### src/rtl/button_debounce.sv
// Two-channel push-button conditioner: 2-flop synchronizer, stable-count debounce,
// registered press/release pulses and a per-channel hold-to-repeat generator.
module button_debounce #(
  parameter int DEBOUNCE_CYCLES = 250000,
  parameter int REPEAT_DELAY    = 12500000,
  parameter int REPEAT_PERIOD   = 2500000
) (
  input  logic       CLK_25MHZ,
  input  logic       RESET,
  input  logic [1:0] KEY_N,
  output logic [1:0] BTN,
  output logic [1:0] BTN_PRESS,
  output logic [1:0] BTN_RELEASE,
  output logic [1:0] BTN_REPEAT
);

  localparam int               CNT_W   = $clog2(DEBOUNCE_CYCLES + 1);
  localparam logic [CNT_W-1:0] DB_LAST = CNT_W'(DEBOUNCE_CYCLES - 1);
  localparam logic [23:0]      RD_LAST = 24'(REPEAT_DELAY - 1);
  localparam logic [23:0]      RP_LAST = 24'(REPEAT_PERIOD - 1);
  localparam bit               RPT_EN  = (REPEAT_DELAY > 0);

  typedef enum logic {RPT_DELAY, RPT_PERIOD} rpt_state_t;

  logic [1:0] sync_p0;
  logic [1:0] sync_p1;
  logic [1:0] s;

  // Synchronizer stage: idle level is released (1), so reset drives 1
  always_ff @(posedge CLK_25MHZ) begin
    if (RESET) begin
      sync_p0 <= '1;
      sync_p1 <= '1;
    end else begin
      sync_p0 <= KEY_N;
      sync_p1 <= sync_p0;
    end
  end

  assign s = ~sync_p1;

  for (genvar i = 0; i < 2; i++) begin : g_ch
    logic [CNT_W-1:0] cnt;
    logic             btn_q;
    logic             press_q;
    logic             rel_q;
    logic             rpt_q;
    logic             accept;
    rpt_state_t       state;
    logic [23:0]      rc;

    assign accept = (s[i] != btn_q) && (cnt == DB_LAST);

    // Debounce stage
    always_ff @(posedge CLK_25MHZ) begin
      if (RESET) begin
        cnt     <= '0;
        btn_q   <= 1'b0;
        press_q <= 1'b0;
        rel_q   <= 1'b0;
      end else begin
        press_q <= 1'b0;
        rel_q   <= 1'b0;
        if (s[i] == btn_q) begin
          cnt <= '0;
        end else if (accept) begin
          btn_q   <= s[i];
          cnt     <= '0;
          press_q <= s[i];
          rel_q   <= ~s[i];
        end else begin
          cnt <= cnt + 1'b1;
        end
      end
    end

    // Repeat stage: idle covers the press edge (btn_q still 0) and the release edge
    always_ff @(posedge CLK_25MHZ) begin
      if (RESET || !btn_q || accept || !RPT_EN) begin
        state <= RPT_DELAY;
        rc    <= '0;
        rpt_q <= 1'b0;
      end else begin
        rpt_q <= 1'b0;
        case (state)
          RPT_DELAY: begin
            if (rc == RD_LAST) begin
              rpt_q <= 1'b1;
              rc    <= '0;
              state <= RPT_PERIOD;
            end else begin
              rc <= rc + 24'd1;
            end
          end
          RPT_PERIOD: begin
            if (rc == RP_LAST) begin
              rpt_q <= 1'b1;
              rc    <= '0;
            end else begin
              rc <= rc + 24'd1;
            end
          end
          default: begin
            state <= RPT_DELAY;
            rc    <= '0;
          end
        endcase
      end
    end

    assign BTN[i]         = btn_q;
    assign BTN_PRESS[i]   = press_q;
    assign BTN_RELEASE[i] = rel_q;
    assign BTN_REPEAT[i]  = rpt_q;
  end

endmodule

### config.mk
export PLATFORM = sky130hd
export DESIGN_NAME = button_debounce
export DESIGN_NICKNAME = d
export VERILOG_FILES = /design/src/rtl/button_debounce.sv
export SDC_FILE = /design/constraint.sdc
export NUM_CORES = 1
export LEC_CHECK = 0
export ABC_AREA = 1
export ABC_CLOCK_PERIOD_IN_PS = 2650
export BUFFER_PORTS_ARGS = -buffer_cell sky130_fd_sc_hd__buf_2
export CELL_PAD_IN_SITES_DETAIL_PLACEMENT = 1
export CELL_PAD_IN_SITES_GLOBAL_PLACEMENT = 2
export CORE_MARGIN = 2
export CORE_UTILIZATION = 38
export DETAILED_ROUTE_END_ITERATION = 10
export PLACE_DENSITY_LB_ADDON = 0.2
export SLEW_MARGIN = 20
export SYNTH_ARGS = -nofsm -noshare
export SYNTH_HDL_FRONTEND = slang
export SYNTH_SLANG_ARGS = --single-unit
### constraint.sdc
create_clock -name CLK_25MHZ -period 2.65 [get_ports CLK_25MHZ]
set_input_delay 0.1325 -clock CLK_25MHZ [delete_from_list [all_inputs] [get_ports CLK_25MHZ]]
set_output_delay 0.1325 -clock CLK_25MHZ [all_outputs]
set_load 0.01 [all_outputs]
==> results of run 1 <==
## kinds of logic (layout without fill, tap and decap cells)
| logic type | count (synthesis) | after routing |
|---|---|---|
| compound gates | 20 | 20 |
| xor+xnor | 46 | 46 |
| fa+ha+maj | 4 | 4 |
| buf+inv | 101 | 117 |
| flops | 98 | 98 |
| simple gates | 476 | 476 |
## routing by layer
metal,GRT usage,routed length (µm),up-vias
met5,0,0,-
met4,0.0714,198,0
met3,0.0259,267,10
met2,0.323,6010,26
met1,0.249,5980,2123
li1,-,-,2319
## stage by stage
stage | total power [W] | util | hold WS [ns] | instance area (µm²) | worst slack [ns]
6_report | 0.00285 | 0.422 | 0.0759 | 5520 | 0.925
5_1_grt | 0.00295 | 0.422 | 0.0990 | 5520 | 0.672
4_1_cts | 0.00289 | 0.422 | 0.0678 | 5520 | 0.911
3_5_place_dp | 0.00153 | 0.397 | 0.337 | 5200 | 0.915
3_3_place_gp | 0.00153 | 0.397 | 0.325 | 5200 | 0.964
2_1_floorplan | 0.00152 | - | 0.236 | 5040 | 1.17
## where the power goes
group          switching [W]  internal (W)
registers         0.00000241       0.00148
clock network       0.000591      0.000764
logic              0.0000116    0.00000735
## worst max-delay path, stage by stage, from the launching register on
cell and delay [ns]:
dfxtp_1 0.37, ha_1 0.29, nand3_2 0.17, inv_2 0.12, nand2_1 0.06, nor2_1 0.09
nand2_1 0.05, nand2_1 0.07, nand2_2 0.07, nand2_4 0.23, nor2_1 0.07
## what timing repair did
action	CTS	global route
hold buffers	2	0
buffers inserted	0	0
hold endpoints to repair	2	0
## worst paths after layout
check / from / end / slack, ns / cells after the start
worst max-delay path: g_ch[1].rc[0] / g_ch[1].rc[18] / 0.92 / 10
worst min-delay path: RESET / sync_p1[1] / 0.08 / 2
worst max register to register: g_ch[1].rc[0] / g_ch[1].rc[18] / 0.92 / 10
worst min register to register: sync_p0[0] / sync_p1[0] / 0.41 / 1
## final cells by class
| class | count | area (µm²) | share of cell area |
|---|---|---|---|
| Clock inverter | 5 | 61.3 | 0.0111 |
| Multi-Input combinational cell | 546 | 2630 | 0.476 |
| Clock buffer | 11 | 243 | 0.0440 |
| Timing Repair Buffer | 13 | 75.1 | 0.0136 |
| Sequential cell | 98 | 1960 | 0.355 |
| Tap cell | 176 | 220 | 0.0399 |
| Inverter | 88 | 330 | 0.0598 |
## layout by cell type (no fill, tap or decap), types with 6 or more instances in the layout
cell type and instances:
nor2_1 175, nand2_1 173, dfxtp_1 98, inv_1 86
nand3_1 38, xor2_1 38, nor3_1 26, nand4_1 22
nor2_2 18, a21oi_1 15, buf_2 11, clkbuf_16 9
xnor2_1 8, or2_2 6, nand3_2 6
## sequential cells by signal (all words and copies together) (netlist names)
name          count
g_ch.press_q      2
g_ch.rel_q        2
g_ch.rc          48
g_ch.btn_q        2
g_ch.cnt         36
g_ch.state        2
sync_p1           2
sync_p0           2
g_ch.rpt_q        2
==> summary.md, run 1 <==
| Metric | Value |
|---|---|
| Status | `finished, final reports clean` |
| XOR/XNOR Fraction of Synth Area | `0.0799` |
| Commonest cells in the netlist | `nor2_1, nand2_1, dfxtp_1, inv_1` |
| Min Tclk post-route | `1.73 ns` |
| Clock slew at reported path FFs | `0.07 ns` |
| DRC violations left | `0` |
| Worst-path fanout max | `17` |
| First-pass GRT wire length | `21800 µm` |
| Setup TNS | `0 ns` |
| CP Data Required Time | `2.88 ns` |
| Pre-Repair DR Iteration Count | `4` |
| Drt initial violations | `162` |
| Most common cell in the synthesized netlist | `nor2_1` |
| Syn_nets | `753` |
| P_leak | `1.84 nW` |
| Synth Area in Adders | `0.00992` |
| Yosys warning count | `0` |
| CTS H-tree lvls | `3` |
| Final clock skew | `0.00720 ns` |
| Num CTS Buffers | `9` |
| P&R area growth vs syn | `9.48%` |
| Ys async rst share | `0` |
| # fillers | `1693` |
| Final #Nets | `764` |
| Crit share post-route | `0.651` |
| PostCTS Resize Cnt | `0` |
| # rows | `42` |
| Longest Clk Path Bufs | `2` |
| GPL Wtd Cong | `0.801` |
| Share of cells above drive strength 1 | `0.0880` |
| Via density | `4.78` |
| Largest family of logic cells by synthesized area | `simple AND/OR/NAND/NOR gates` |
| Input/output buffers | `11` |
| Largest net degree at the start of global routing | `19` |
| Die W | `119 µm` |
| Area contributors post-synth | `dfxtp_1, nor2_1, nand2_1, xor2_1, inv_1` |
| Post-synth top area share | `0.389` |
| Compound-Gate Fraction of Synth Area | `0.0198` |
| Dpl cells | `919` |
| Fmax | `0.580 GHz` |
| Antenna cells | `0` |
| Gr ovfl total | `0` |
| Via count | `4478` |
| Worst slew pin tran | `0.423 ns` |
| FF+latch count, synth | `98` |
| Avg Inst Size Synth | `6.77 µm²` |
| Antenna-violating nets left | `0` |
| EDFF count, synth | `0` |
| Largest area contributor in the netlist | `dfxtp_1` |
| Final setup viols | `0` |
| Final HPWL DP | `9730 µm` |
| Hold Vio Cnt, Final | `0` |
| Drt wl/cell | `13.3 µm` |
| CTS root buf | `clkbuf_16` |
| Die area | `14200 µm²` |
| Synth Area in Simple Gates | `0.412` |
| Vias in the first global route | `4599` |
| Cell Count, Final, Fillers Out | `937` |
| Fin. max-slew vios | `0` |
| Dominant synthesized flop cell | `dfxtp_1` |
| Mux share of post-synthesis cell area | `0` |
| Initial Util | `0.385` |
| Yosys cell types | `25` |
| Max_cap viols | `0` |
| CTS tree | `yes` |
| CP Class | `register to register` |
| Startpoint types | `register` |
| Antenna violations before repair | `0` |
| RSZ-0062 raised after global routing | `false` |
| Pwr Density | `516 nW/µm²` |
| Clock Latency Late Sink | `0.35 ns` |
| Crit end category | `register` |
| Boundary Pins | `12` |
| Synthesized cell area | `5040 µm²` |
| Final wirelength | `12500 µm` |
| Sequential share of the synthesized area | `0.389` |
| Cells after Synth | `745` |
| Core area | `13100 µm²` |
| Hold crit path type | `input port to register` |
| CTS sink count | `98` |
| All-Layer GR Usage | `0.191` |
| VDD IR max | `275 µV` |
| CP arrival | `1.96 ns` |
| Die Y | `119 µm` |
| Worst rel slew slack | `0.716` |
Note: power is estimated with default switching activity, not from simulation.
==> run 2, diff against run 1 <==
--- a/config.mk
+++ b/config.mk
@@ -5,13 +5,13 @@
 export SDC_FILE = /design/constraint.sdc
 export NUM_CORES = 1
 export LEC_CHECK = 0
-export ABC_AREA = 1
-export ABC_CLOCK_PERIOD_IN_PS = 2650
+export ABC_AREA = 0
+export ABC_CLOCK_PERIOD_IN_PS = 1700
 export BUFFER_PORTS_ARGS = -buffer_cell sky130_fd_sc_hd__buf_2
 export CELL_PAD_IN_SITES_DETAIL_PLACEMENT = 1
 export CELL_PAD_IN_SITES_GLOBAL_PLACEMENT = 2
 export CORE_MARGIN = 2
-export CORE_UTILIZATION = 38
+export CORE_UTILIZATION = 39
 export DETAILED_ROUTE_END_ITERATION = 10
 export PLACE_DENSITY_LB_ADDON = 0.2
 export SLEW_MARGIN = 20
==> constraint.sdc (replaced) <==
create_clock -name CLK_25MHZ -period 1.7 [get_ports CLK_25MHZ]
set_input_delay 0.085 -clock CLK_25MHZ [delete_from_list [all_inputs] [get_ports CLK_25MHZ]]
set_output_delay 0.085 -clock CLK_25MHZ [all_outputs]
set_load 0.01 [all_outputs]
==> summary.md, run 2 <==
| Metric | Value |
|---|---|
| R2r setup slk | `-0.22 ns (-1.15 ns)` |
| RSZ-0062 raised after global routing | `true` |
| All-Layer GR Usage | `0.219 (+0.0274)` |
| CTS sink count | `98 (unchanged)` |
| CP Data Required Time | `1.92 ns (-0.96 ns)` |
| Min Tclk post-route | `1.92 ns (+0.196 ns)` |
| Syn_nets | `534 (-29%)` |
| Drt initial violations | `168 (+3.7%)` |
| Num CTS Buffers | `9 (unchanged)` |
| CTS tree | `yes` |
| # rows | `39 (-7.1%)` |
| Register area | `2020 µm² (+2.8%)` |
| Core area | `11500 µm² (-12%)` |
| Post-synth top area share | `0.426 (+0.0368)` |
| Final setup viols | `64 (+64)` |
| Gr ovfl total | `0 (unchanged)` |
| Worst slew pin tran | `0.515 ns (+0.0917 ns)` |
| Antenna-violating nets left | `0 (unchanged)` |
| Final worst slack | `-0.222 ns (-1.15 ns)` |
| Die W | `113 µm (-5.5%)` |
| Top Registers | `g_ch.rc (48), g_ch.cnt (36)` |
| Initial Util | `0.402 (+0.0164)` |
| Clock slew at reported path FFs | `0.07 ns (about the same)` |
| Most common cell in the synthesized netlist | `dfxtp_1` |
| Largest net degree at the start of global routing | `27 (+8)` |
| Area after DPL | `5700 µm² (+9.6%)` |
| CP arrival | `2.14 ns (+0.18 ns)` |
| P&R area growth vs syn | `41.8%` |
| P_leak | `2.15 nW (+17%)` |
| FF-to-FF path depth | `6 (-4)` |
| Hold path depth | `2 (unchanged)` |
| Final clock skew | `0.0105 ns (+0.00332 ns)` |
| Max_cap viols | `0 (unchanged)` |
| Failing checks | `setup timing` |
| Input/output buffers | `11 (unchanged)` |
| Max reg flops | `48 (unchanged)` |
| Area contributors post-synth | `dfxtp_1, xnor2_1, xor2_1, nor3_1, nand4_1` |
| Avg Inst Size Synth | `8.76 µm² (+29%)` |
| Longest Clk Path Bufs | `2 (unchanged)` |
| Vias in the first global route | `4609 (+0.22%)` |
| CP Class | `register to register` |
| Final #Nets | `650 (-15%)` |
| Post-route cell area | `6530 µm² (+18%)` |
| Pwr Density | `685 nW/µm² (+33%)` |
| Fin. max-slew vios | `0 (unchanged)` |
| Dominant synthesized flop cell | `dfxtp_1` |
| Die Y | `113 µm (-5.5%)` |
| Hold path startpoint | `RESET` |
| Antenna violations before repair | `0 (unchanged)` |
| Cells after Synth | `526 (-29%)` |
| Drt wl/cell | `17.6 µm (+33%)` |
| DRC violations left | `0 (unchanged)` |
| # fillers | `1284 (-24%)` |
| Crit path from | `g_ch[1].rc[23]` |
| Hold crit path type | `input port to register` |
| Yosys warning count | `0 (unchanged)` |
| Commonest cells in the netlist | `dfxtp_1, nor2_1, nor3_1, nand2_1, nand3_1` |
| CTS root buf | `clkbuf_16` |
| Pre-Repair DR Iteration Count | `4 (unchanged)` |
| CTS H-tree lvls | `3 (unchanged)` |
| Die area | `12700 µm² (-11%)` |
| Sequential share of the synthesized area | `0.426 (+0.0368)` |
| Commonest non-fill, non-tap cell in the layout | `buf_4` |
| Boundary Pins | `12 (unchanged)` |
| VDD IR max | `546 µV (+99%)` |
| Yosys cell types | `47 (+88%)` |
| Status | `complete, but fails checks` |
| Crit share post-route | `1.13 (+0.479)` |
| Setup Slack @ Placement | `-0.199 ns (-1.11 ns)` |
| Share of cells above drive strength 1 | `0.385 (+0.297)` |
| Worst-path fanout max | `10 (-7)` |
| Commonest non-fill, non-tap cells in the layout | `buf_4, dfxtp_1, nor2_1, nand2_1, nor3_1` |
| Ys async rst share | `0 (unchanged)` |
| Via count | `4453 (-0.56%)` |
| Final Core Density | `0.570 (+0.148)` |
| GPL Wtd Cong | `0.803 (+0.20%)` |
| Clock Latency Late Sink | `0.35 ns (about the same)` |
| Crit end category | `register` |
| Area taken by multi-input logic gates | `2790 µm² (+6.0%)` |
| Final wirelength | `13900 µm (+12%)` |
| FF+latch count, synth | `98 (unchanged)` |
| Worst rel slew slack | `0.654 (-0.0621)` |
| Startpoint types | `register` |
| Hold Vio Cnt, Final | `0 (unchanged)` |
| Largest reg by FF count | `g_ch.rc` |
| Via density | `5.64 (+18%)` |
| Synthesized cell area | `4610 µm² (-8.6%)` |
| EDFF count, synth | `0 (unchanged)` |
| Largest area contributor in the netlist | `dfxtp_1` |
| Reg2reg start | `g_ch[1].rc[23]` |
| First-pass GRT wire length | `22500 µm (+3.4%)` |
| Final HPWL DP | `9080 µm (-6.6%)` |
| Fmax | `0.520 GHz (-10%)` |
| Antenna cells | `0 (unchanged)` |
## run 2: what timing repair did
action | CTS | global route
cloned | 4 | 1
hold buffers | 2 | 0
endpoints found under the hold margin | 2 | 0
buffers inserted | 5 | 4
resized for setup | 30 | 49
pin swaps | 18 | 18
setup endpoints to repair | 59 | 76
## run 2: final timing paths
kind	to
hold reg to reg	sync_p1[1]
setup / recovery	g_ch[1].rc[22]
setup reg to reg	g_ch[1].rc[22]
hold / removal	g_ch[0].btn_q
## run 2: worst max-delay path, cell delays in order (launching register included)
cell	delay (ns)
dfxtp_1	0.32
or4_4	0.53
or4_4	0.45
a21oi_4	0.19
buf_12	0.14
buf_12	0.12
a211oi_1	0.05
## run 2: layout make-up
class / count / area share
inverters: 14 / 0.00804
multi-input cells: 384 / 0.427
well taps: 143 / 0.0274
repair buffers: 135 / 0.181
clock inverters: 4 / 0.00862
clock buffers: 12 / 0.0393
flip-flops and latches: 98 / 0.309
## run 2: power by group
part	internal (W)	switching, W	leakage [nW]
sequential	0.00229	0.00000505	0.807
clock	0.00124	0.000912	0.154
combinational	0.0000163	0.0000214	1.19
## run 2: kinds of logic (layout without fill, tap and decap cells)
logic type,count (synthesis),count (layout),synth area share
AO/OA/AOI/OAI,67,67,0.0983
XOR/XNOR,50,50,0.0950
adder cells (fa/ha/maj),4,4,0.0109
buffers and inverters,44,165,0.0443
flip-flops,98,98,0.426
AND/OR/NAND/NOR,263,263,0.326
## run 2: through the flow
step / hold WS, ns / setup TNS [ns] / power [W] / cells
detailed placement: 0.273 / -6.82 / 0.00238 / 758
floorplan: 0.189 / -4.39 / 0.00237 / 526
global placement: 0.266 / -4.42 / 0.00238 / 758
finish: 0.0966 / -6.37 / 0.00448 / 790
CTS: 0.0854 / -4.53 / 0.00454 / 785
global route: 0.121 / -9.56 / 0.00462 / 790
## run 2: layer usage
metal / GRT usage / part of all wire / up-vias
met4: 0.0911 / 0.017 / 0
met2: 0.388 / 0.53 / 41
li1: - / - / 2164
met1: 0.267 / 0.44 / 2228
met3: 0.0289 / 0.018 / 20
met5: 0 / 0 / -
==> run 3, diff against run 2 <==
--- a/config.mk
+++ b/config.mk
@@ -5,13 +5,13 @@
 export SDC_FILE = /design/constraint.sdc
 export NUM_CORES = 1
 export LEC_CHECK = 0
-export ABC_AREA = 0
+export ABC_AREA = 1
 export ABC_CLOCK_PERIOD_IN_PS = 1700
 export BUFFER_PORTS_ARGS = -buffer_cell sky130_fd_sc_hd__buf_2
 export CELL_PAD_IN_SITES_DETAIL_PLACEMENT = 1
 export CELL_PAD_IN_SITES_GLOBAL_PLACEMENT = 2
 export CORE_MARGIN = 2
-export CORE_UTILIZATION = 39
+export CORE_UTILIZATION = 35
 export DETAILED_ROUTE_END_ITERATION = 10
 export PLACE_DENSITY_LB_ADDON = 0.2
 export SLEW_MARGIN = 20
==> summary.md, run 3 (synthesis gave the netlist of run 1 again) <==
| Metric | Value |
|---|---|
| Status | `finished, final reports clean` |
| Buf/Inv on CP | `0 (-2)` |
| Hold crit path type | `input port to register` |
| Final #Nets | `778 (+20%)` |
| Dpl cells | `936 (+23%)` |
| CP arrival | `1.83 ns (-0.31 ns)` |
| Most used cell, CP | `nand2_1` |
| GPL Wtd Cong | `0.837 (+4.3%)` |
| All-Layer GR Usage | `0.187 (-0.0322)` |
| Input/output buffers | `11 (unchanged)` |
| Hold Vio Cnt, Final | `0 (unchanged)` |
| Num CTS Buffers | `9 (unchanged)` |
| Slowest stage delay, CP | `0.35 ns (-0.18 ns)` |
| VDD IR max | `444 µV (-19%)` |
| Drt initial violations | `149 (-11%)` |
| Max_cap viols | `0 (unchanged)` |
| Worst path slowest cell | `dfxtp_1` |
| Grt met1 use | `0.236 (-0.0311)` |
| Clock Latency Late Sink | `0.36 ns (about the same)` |
| Initial Util | `0.361 (-0.0413)` |
| Via density | `4.75 (-16%)` |
| First-pass GRT wire length | `22300 µm (-0.95%)` |
| Clock slew at reported path FFs | `0.07 ns (about the same)` |
| Post-route cell area | `5710 µm² (-13%)` |
| Antenna-violating nets left | `0 (unchanged)` |
| Longest Clk Path Bufs | `2 (unchanged)` |
| Final wirelength | `13100 µm (-5.6%)` |
| Largest reg by FF count | `g_ch.rc` |
| Drt wl/cell | `13.8 µm (-22%)` |
| Antenna cells | `0 (unchanged)` |
| Boundary Pins | `12 (unchanged)` |
| Commonest non-fill, non-tap cells in the layout | `nand2_1, nor2_1, dfxtp_1, inv_1, xor2_1` |
| Met2 Use GR | `0.321 (-0.0666)` |
| Final clock skew | `0.00936 ns (-0.00117 ns)` |
| DRC violations left | `0 (unchanged)` |
| CP Data Required Time | `1.99 ns (+0.07 ns)` |
| Fmax | `0.649 GHz (+25%)` |
| CTS sink count | `98 (unchanged)` |
| Cell Count, Final, Fillers Out | `955 (+21%)` |
| Share of cells above drive strength 1 | `0.119 (-0.266)` |
| Worst rel slew slack | `0.684 (+0.0300)` |
| Final Core Density | `0.408 (-0.161)` |
| Via count | `4533 (+1.8%)` |
| Max reg flops | `48 (unchanged)` |
| CP Class | `register to register` |
| Postcts setup bufs | `0 (-5)` |
| Gr ovfl total | `0 (unchanged)` |
| Min Tclk post-route | `1.54 ns (-0.380 ns)` |
| Pre-Repair DR Iteration Count | `4 (unchanged)` |
| Busiest grt layer | `met2` |
| P&R area growth vs syn | `13.2%` |
| Crit share post-route | `0.907 (-0.223)` |
| Pwr Density | `756 nW/µm² (+10%)` |
| Met3 Use GR | `0.0275 (-0.00145)` |
| Die W | `124 µm (+10%)` |
| Final HPWL DP | `10200 µm (+12%)` |
| Fin. max-slew vios | `0 (unchanged)` |
| Die area | `15400 µm² (+21%)` |
| Die Y | `124 µm (+10%)` |
| Antenna violations before repair | `0 (unchanged)` |
| Worst-path fanout max | `5 (-5)` |
| Vias in the first global route | `4704 (+2.1%)` |
| Largest net degree at the start of global routing | `19 (-30%)` |
| Core area | `14000 µm² (+22%)` |
| Top Registers | `g_ch.rc (48), g_ch.cnt (36)` |
| Startpoint types | `register` |
| CTS root buf | `clkbuf_16` |
| Commonest non-fill, non-tap cell in the layout | `nand2_1` |
| Worst slew pin tran | `0.471 ns (-0.0439 ns)` |
| Area after DPL | `5310 µm² (-6.8%)` |
| CTS H-tree lvls | `3 (unchanged)` |
| Final setup viols | `0 (-100%)` |
| P_leak | `1.92 nW (-11%)` |
| # rows | `43 (+10%)` |
| RSZ-0062 raised after global routing | `true` |
| CTS tree | `yes` |
| CP top delay family | `simple AND/OR/NAND/NOR gates` |
| Crit end category | `register` |
| Crit path cell chain | `ha_1 -> nand2_1 -> nor2_4 -> nand3_1 -> nor2_2 -> nand2_1 -> nand2_1 -> nand2_1 -> nor2_1` |
| Setup TNS | `0 ns (+6.37 ns)` |
[run 3: where the power goes]
part | internal, W | total (W) | switching, W
sequential | 0.00230 | 0.00230 | 0.00000363
clock | 0.00107 | 0.00198 | 0.000908
combinational | 0.0000130 | 0.0000330 | 0.0000200
total | 0.00338 | 0.00432 | 0.000931
[run 3: cell type report]
| class | count | area, µm² |
|---|---|---|
| fillers | 1843 | 8280 |
| well taps | 180 | 225 |
| clock buffers | 12 | 256 |
| multi-input cells | 547 | 2720 |
| clock inverters | 4 | 26.3 |
| inverters | 88 | 330 |
| repair buffers | 26 | 185 |
| flip-flops and latches | 98 | 1960 |
[run 3: what timing repair did]
| item | in CTS | in global routing |
|---|---|---|
| hold endpoints to repair | 2 | 0 |
| resized for setup | 0 | 20 |
| endpoints found under the setup margin | 0 | 61 |
| hold buffers | 2 | 0 |
[run 3: final timing paths]
kind	from	endpoint	slack, ns	cells after the start
worst max-delay path	g_ch[0].rc[1]	g_ch[0].rc[20]	0.16	9
worst min-delay path	RESET	sync_p0[0]	0.01	2
worst max register to register	g_ch[0].rc[1]	g_ch[0].rc[20]	0.16	9
worst min register to register	g_ch[0].rc[0]	g_ch[0].rc[0]	0.42	1
[run 3: routing by layer]
layer | vias to the layer above | routed length (µm)
met4 | 0 | 209
met1 | 2140 | 6300
met2 | 26 | 6390
met3 | 13 | 248
met5 | - | 0
li1 | 2354 | -
[run 3: through the flow]
| stage | setup slack, ns | hold slack, ns | total power [W] |
|---|---|---|---|
| 4_1_cts | 0.0186 | 0.00502 | 0.00439 |
| 3_3_place_gp | 0.140 | 0.269 | 0.00238 |
| 5_1_grt | -0.0150 | 0.0286 | 0.00447 |
| 3_5_place_dp | 0.0440 | 0.279 | 0.00239 |
| 2_1_floorplan | 0.219 | 0.189 | 0.00237 |
| 6_report | 0.158 | 0.0138 | 0.00432 |
